===== config.mk =====
export PLATFORM = sky130hd
export DESIGN_NAME = mux_nch_rr
export DESIGN_NICKNAME = d
export VERILOG_FILES = /design/src/rtl/mux_pkg.sv /design/src/rtl/rr_pick.sv /design/src/rtl/mux_nch_rr.sv
export SDC_FILE = /design/constraint.sdc
export NUM_CORES = 1
export LEC_CHECK = 0
export ABC_AREA = 1
export BUFFER_PORTS_ARGS = -buffer_cell sky130_fd_sc_hd__clkbuf_2
export CAP_MARGIN = 40
export CORE_ASPECT_RATIO = 0.7
export CORE_MARGIN = 5
export CORE_UTILIZATION = 50
export DETAILED_ROUTE_END_ITERATION = 10
export GPL_ROUTABILITY_DRIVEN = 0
export GPL_TIMING_DRIVEN = 1
export PLACE_DENSITY = 0.9
export SYNTH_ARGS = -nofsm -noshare
export SYNTH_HDL_FRONTEND = slang
export SYNTH_SLANG_ARGS = --single-unit

===== constraint.sdc =====
create_clock -name clk -period 2.9 [get_ports clk]
set_clock_uncertainty 0.15 [all_clocks]
set_input_delay 0.145 -clock clk [delete_from_list [all_inputs] [get_ports clk]]
set_output_delay 0.145 -clock clk [all_outputs]
set_load 0.005 [all_outputs]

===== src/rtl/mux_pkg.sv =====
// Shared constants for the N-channel multiplexer: mode encodings and default sizing.
package mux_pkg;

  localparam logic MODE_FIXED = 1'b0;
  localparam logic MODE_RR    = 1'b1;

  localparam int DEF_WIDTH = 8;
  localparam int DEF_NCH   = 4;

endpackage : mux_pkg


===== src/rtl/rr_pick.sv =====
// Combinational round-robin picker: first set request at or after base, wrapping.
module rr_pick #(
  parameter int NCH = 4
) (
  input  logic [NCH-1:0]         req_i,
  input  logic [$clog2(NCH)-1:0] base_i,
  output logic                   found_o,
  output logic [$clog2(NCH)-1:0] idx_o
);

  localparam int SELW = $clog2(NCH);

  // Rotate so that bit 0 of rot is the request at base; NCH is a power of two,
  // so the SELW-bit add wraps exactly modulo NCH.
  logic [NCH-1:0] rot;

  for (genvar gi = 0; gi < NCH; gi++) begin : g_rot
    logic [SELW-1:0] src;
    assign src     = base_i + SELW'(gi);
    assign rot[gi] = req_i[src];
  end

  logic [SELW-1:0] off;

  always_comb begin
    found_o = 1'b0;
    off     = '0;
    for (int k = NCH - 1; k >= 0; k--) begin
      if (rot[k]) begin
        found_o = 1'b1;
        off     = SELW'(k);
      end
    end
  end

  assign idx_o = base_i + off;

endmodule : rr_pick


===== src/rtl/mux_nch_rr.sv =====
// N-channel to one multiplexer with fixed or round-robin selection and a
// single registered output stage that supports full throughput.
module mux_nch_rr
  import mux_pkg::*;
#(
  parameter  int WIDTH = DEF_WIDTH,
  parameter  int NCH   = DEF_NCH,
  localparam int SELW  = $clog2(NCH)
) (
  input  logic                 clk,
  input  logic                 rst_n,
  input  logic                 mode,
  input  logic [SELW-1:0]      sel,
  input  logic [NCH*WIDTH-1:0] in_data,
  input  logic [NCH-1:0]       in_valid,
  output logic [NCH-1:0]       in_ready,
  output logic [WIDTH-1:0]     out_data,
  output logic [SELW-1:0]      out_ch,
  output logic                 out_valid,
  input  logic                 out_ready,
  output logic [15:0]          xfer_cnt
);

  logic [WIDTH-1:0] data_q, data_d;
  logic [SELW-1:0]  ch_q, ch_d;
  logic             valid_q, valid_d;
  logic [SELW-1:0]  ptr_q, ptr_d;
  logic [15:0]      cnt_q, cnt_d;

  logic [WIDTH-1:0] ch_word [NCH];

  for (genvar gi = 0; gi < NCH; gi++) begin : g_unpack
    assign ch_word[gi] = in_data[gi*WIDTH +: WIDTH];
  end

  logic            rr_found;
  logic [SELW-1:0] rr_idx;

  rr_pick #(
    .NCH(NCH)
  ) u_pick (
    .req_i  (in_valid),
    .base_i (ptr_q),
    .found_o(rr_found),
    .idx_o  (rr_idx)
  );

  logic            accept;
  logic            grant_vld;
  logic [SELW-1:0] grant;
  logic            xfer;

  assign accept = !valid_q || out_ready;

  always_comb begin
    grant     = sel;
    grant_vld = in_valid[sel];
    if (mode == MODE_RR) begin
      grant     = rr_idx;
      grant_vld = rr_found;
    end
  end

  // rst_n gates the handshake so nothing is offered upstream while in reset.
  assign xfer = grant_vld && accept && rst_n;

  always_comb begin
    in_ready = '0;
    if (xfer) begin
      in_ready[grant] = 1'b1;
    end
  end

  always_comb begin
    data_d  = data_q;
    ch_d    = ch_q;
    valid_d = valid_q;
    ptr_d   = ptr_q;
    cnt_d   = cnt_q;
    if (xfer) begin
      data_d  = ch_word[grant];
      ch_d    = grant;
      valid_d = 1'b1;
      cnt_d   = cnt_q + 16'd1;
      if (mode == MODE_RR) begin
        ptr_d = grant + SELW'(1);
      end
    end else if (out_ready) begin
      valid_d = 1'b0;
    end
  end

  always_ff @(posedge clk or negedge rst_n) begin
    if (!rst_n) begin
      data_q  <= '0;
      ch_q    <= '0;
      valid_q <= 1'b0;
      ptr_q   <= '0;
      cnt_q   <= '0;
    end else begin
      data_q  <= data_d;
      ch_q    <= ch_d;
      valid_q <= valid_d;
      ptr_q   <= ptr_d;
      cnt_q   <= cnt_d;
    end
  end

  assign out_data  = data_q;
  assign out_ch    = ch_q;
  assign out_valid = valid_q;
  assign xfer_cnt  = cnt_q;

endmodule : mux_nch_rr


==> flow_summary.json <==
{
  "cp_max_fo": 7,
  "max_freq_mhz": 353,
  "grt_pass1_vias": 2115,
  "cts_sinks": 29,
  "cap_violations": 0,
  "p_sw_mw": 1.18,
  "routed_via_density": 5.15,
  "worstRegToRegCells": 15,
  "route.detailed.drc": 0,
  "numCtsBuffers": 5,
  "grt-ovfl-total": 0,
  "clockPowerShare": 0.144,
  "synth_area_leaders": "dfrtp_1 (35%), nand2_1 (27%), nand3_1 (7.0%)",
  "internal_power_mw": 1.36,
  "synth-seq-cells": 29,
  "p_leak_nw": 1.48,
  "crit_path_end_kind": "output pin",
  "startpoint_type": "register",
  "routed_wl_um": 5880,
  "pwr-share-comb": 0.568,
  "start_util": 0.523,
  "worst_pin_slew_ns": 0.499,
  "die_w_um": 87.0,
  "post-route-period-util": 0.978,
  "status": "finished, final reports clean",
  "final_common_cell": "nand2_1",
  "report.final.slew_viol_count": 0,
  "dr.pass1.iters": 5,
  "yosys_warnings": 0,
  "maxSlewHeadroom": 0.667,
  "crit_type": "register to output pin",
  "yosys.area.top_type": "dfrtp_1",
  "r2r-start": "ptr_q[0]",
  "power_mw": 2.54,
  "crit_arrival_ns": 2.54,
  "min_path_type": "input port to register",
  "clk_pin_slew_ns": 0.06,
  "diodes": 0,
  "synth.avg_cell_area_sq_um": 6.70,
  "power_density_nw_per_um2": 940,
  "grt_pass1_wl_um": 9760,
  "required_ns": 2.61,
  "crit_path_start": "ptr_q[0]",
  "vias": 2304,
  "syn_area_sq_um": 2080,
  "rows": 19,
  "cts-htree-levels": 2,
  "fin_nets": 438,
  "drt_iter0_drc": 235,
  "cts_root_buf": "clkbuf_8",
  "postPlaceCellArea_sq_um": 2440,
  "drive_gt1_frac": 0.296,
  "mostFrequentLayoutCells": "nand2_1 (147), clkbuf_2 (71), nand3_1 (27), dfrtp_1 (27), inv_1 (16)",
  "core_sq_um": 3970,
  "worstSkewPairLatency_ns": 0.27,
  "endpoint": "in_ready[2]",
  "p_seq_frac": 0.288,
  "synth_nets": 354,
  "min_period_ns": 2.84,
  "ff2ff_setup_slack_ns": 0.28,
  "dieArea_sq_um": 5560,
  "reg2reg_to": "out_data[6]",
  "p_sw_frac": 0.464,
  "synth.top_cell.area_share": 0.350,
  "final_cell_area_sq_um": 2700,
  "die_h_um": 63.9,
  "finalHoldViolations": 0,
  "wl_per_cell_um": 13.2,
  "vdd_drop_max_v": 0.000480,
  "cts_tree": "done",
  "grt_usage": 0.213,
  "setup_viol": 0,
  "ant_nets": 0,
  "portBuffers": 72,
  "clk_path_buf_depth": 2,
  "antenna_found_initial": 0,
  "ys_types": 30,
  "grt_max_degree": 30,
  "ys_seq_area_frac": 0.350,
  "dpl.hpwl_um": 4290,
  "ios": 73,
  "syn2layout_area_growth_pct": 30.3,
  "netlist_instances": 310
}
==> flip-flops by register name (all words and copies together) (netlist names) <==
name       count
out_valid      1
xfer_cnt      16
ptr_q          2
out_ch         2
out_data       8
==> cells by family (layout without fill, tap and decap cells) <==
logic type,after synthesis,count (layout),synth area share
AOI/OAI and AO/OA,13,13,0.0356
xor gates and xnor gates,15,15,0.0633
adders and majority gates,2,2,0.0121
buffers and inverters,34,119,0.0838
DFF,29,29,0.350
and+or+nand+nor,217,217,0.456
==> worst min path at each step <==
stage / startpoint / to / slack, ns / depth (start not counted)
3_3_place_gp: rst_n / xfer_cnt[10] / 0.06 / 2
2_1_floorplan: rst_n / out_ch[0] / -0.30 / 0
6_report: in_data[27] / out_data[3] / 0.06 / 5
5_1_grt: in_data[25] / out_data[1] / 0.09 / 5
4_1_cts: in_data[25] / out_data[1] / 0.06 / 5
3_5_place_dp: rst_n / xfer_cnt[10] / 0.06 / 2
==> per-layer routing <==
metal / vias up / share of wire / track usage
met5: - / 0 / 0
met4: 0 / 0.016 / 0.0486
met3: 10 / 0.077 / 0.0475
met2: 96 / 0.45 / 0.330
met1: 1044 / 0.45 / 0.304
li1: 1154 / - / -
==> through the flow <==
stage                     hold slack [ns]  setup WS, ns  cells   util  setup TNS (ns)
after CTS                          0.0596        0.0550    437  0.651               0
after global routing               0.0873       -0.0965    447  0.681          -0.208
after detailed placement           0.0628         0.202    426  0.615               0
after global placement             0.0637         0.299    426  0.615               0
final                              0.0639        0.0642    447  0.681               0
after floorplan                    -0.301         0.669    310      -               0
==> power groups by stage <==
stage	registers, mW	clock network (mW)	logic [mW]
floorplan	0.682	0	0.854
global placement	0.721	0	1.12
detailed placement	0.724	0	1.17
CTS	0.723	0.372	1.21
global route	0.757	0.390	1.62
finish	0.732	0.365	1.44
==> critical path, cell delays in order, from the launching register on <==
cell        delay, ns
dfrtp_2          0.47
clkinvlp_4       0.17
nand2_1          0.09
nand2_1          0.07
nand2_1          0.13
nand3_2          0.10
a21oi_2          0.15
ha_2             0.21
xor2_2           0.18
inv_1            0.08
nand2_2          0.10
nand3_4          0.12
nand2_8          0.12
inv_2            0.06
nor3_2           0.08
buf_2            0.14
==> cell usage after synthesis <==
master    number
a21oi_1        1
buf_2          5
buf_4          2
buf_6          4
clkbuf_1       1
clkinv_1       1
dfrtp_1       29
ha_1           2
inv_1         17
inv_2          3
inv_4          1
nand2_1      148
nand2_2        1
nand2_4        1
nand3_1       29
nand3_4        1
nand3b_1       2
nand4_1       13
nor2_1        12
nor2_2         1
nor2_4         1
nor3_1         5
nor3_2         2
o211ai_1       2
o21ai_0        8
o21ai_1        1
o21ai_2        1
or2_1          1
xnor2_1       10
xor2_1         5
==> final cells by class <==
| class | count | area [sq um] |
|---|---|---|
| Clock buffer | 7 | 96.3 |
| Clock inverter | 1 | 5.00 |
| Fill cell | 345 | 1270 |
| Inverter | 22 | 90.1 |
| Multi-Input combinational cell | 247 | 1220 |
| Sequential cell | 29 | 728 |
| Tap cell | 52 | 65.1 |
| Timing Repair Buffer | 88 | 489 |
| Timing Repair inverter | 1 | 7.51 |
==> timing repair <==
| item | in CTS | in global routing |
|---|---|---|
| cloned | 0 | 1 |
| hold buffers | 2 | 0 |
| setup buffers | 1 | 9 |
| hold endpoints to repair | 30 | 0 |
| pin swaps | 0 | 5 |
| setup endpoints to repair | 3 | 4 |
| resized for setup | 3 | 16 |
Power figures use the tool's default switching activity.
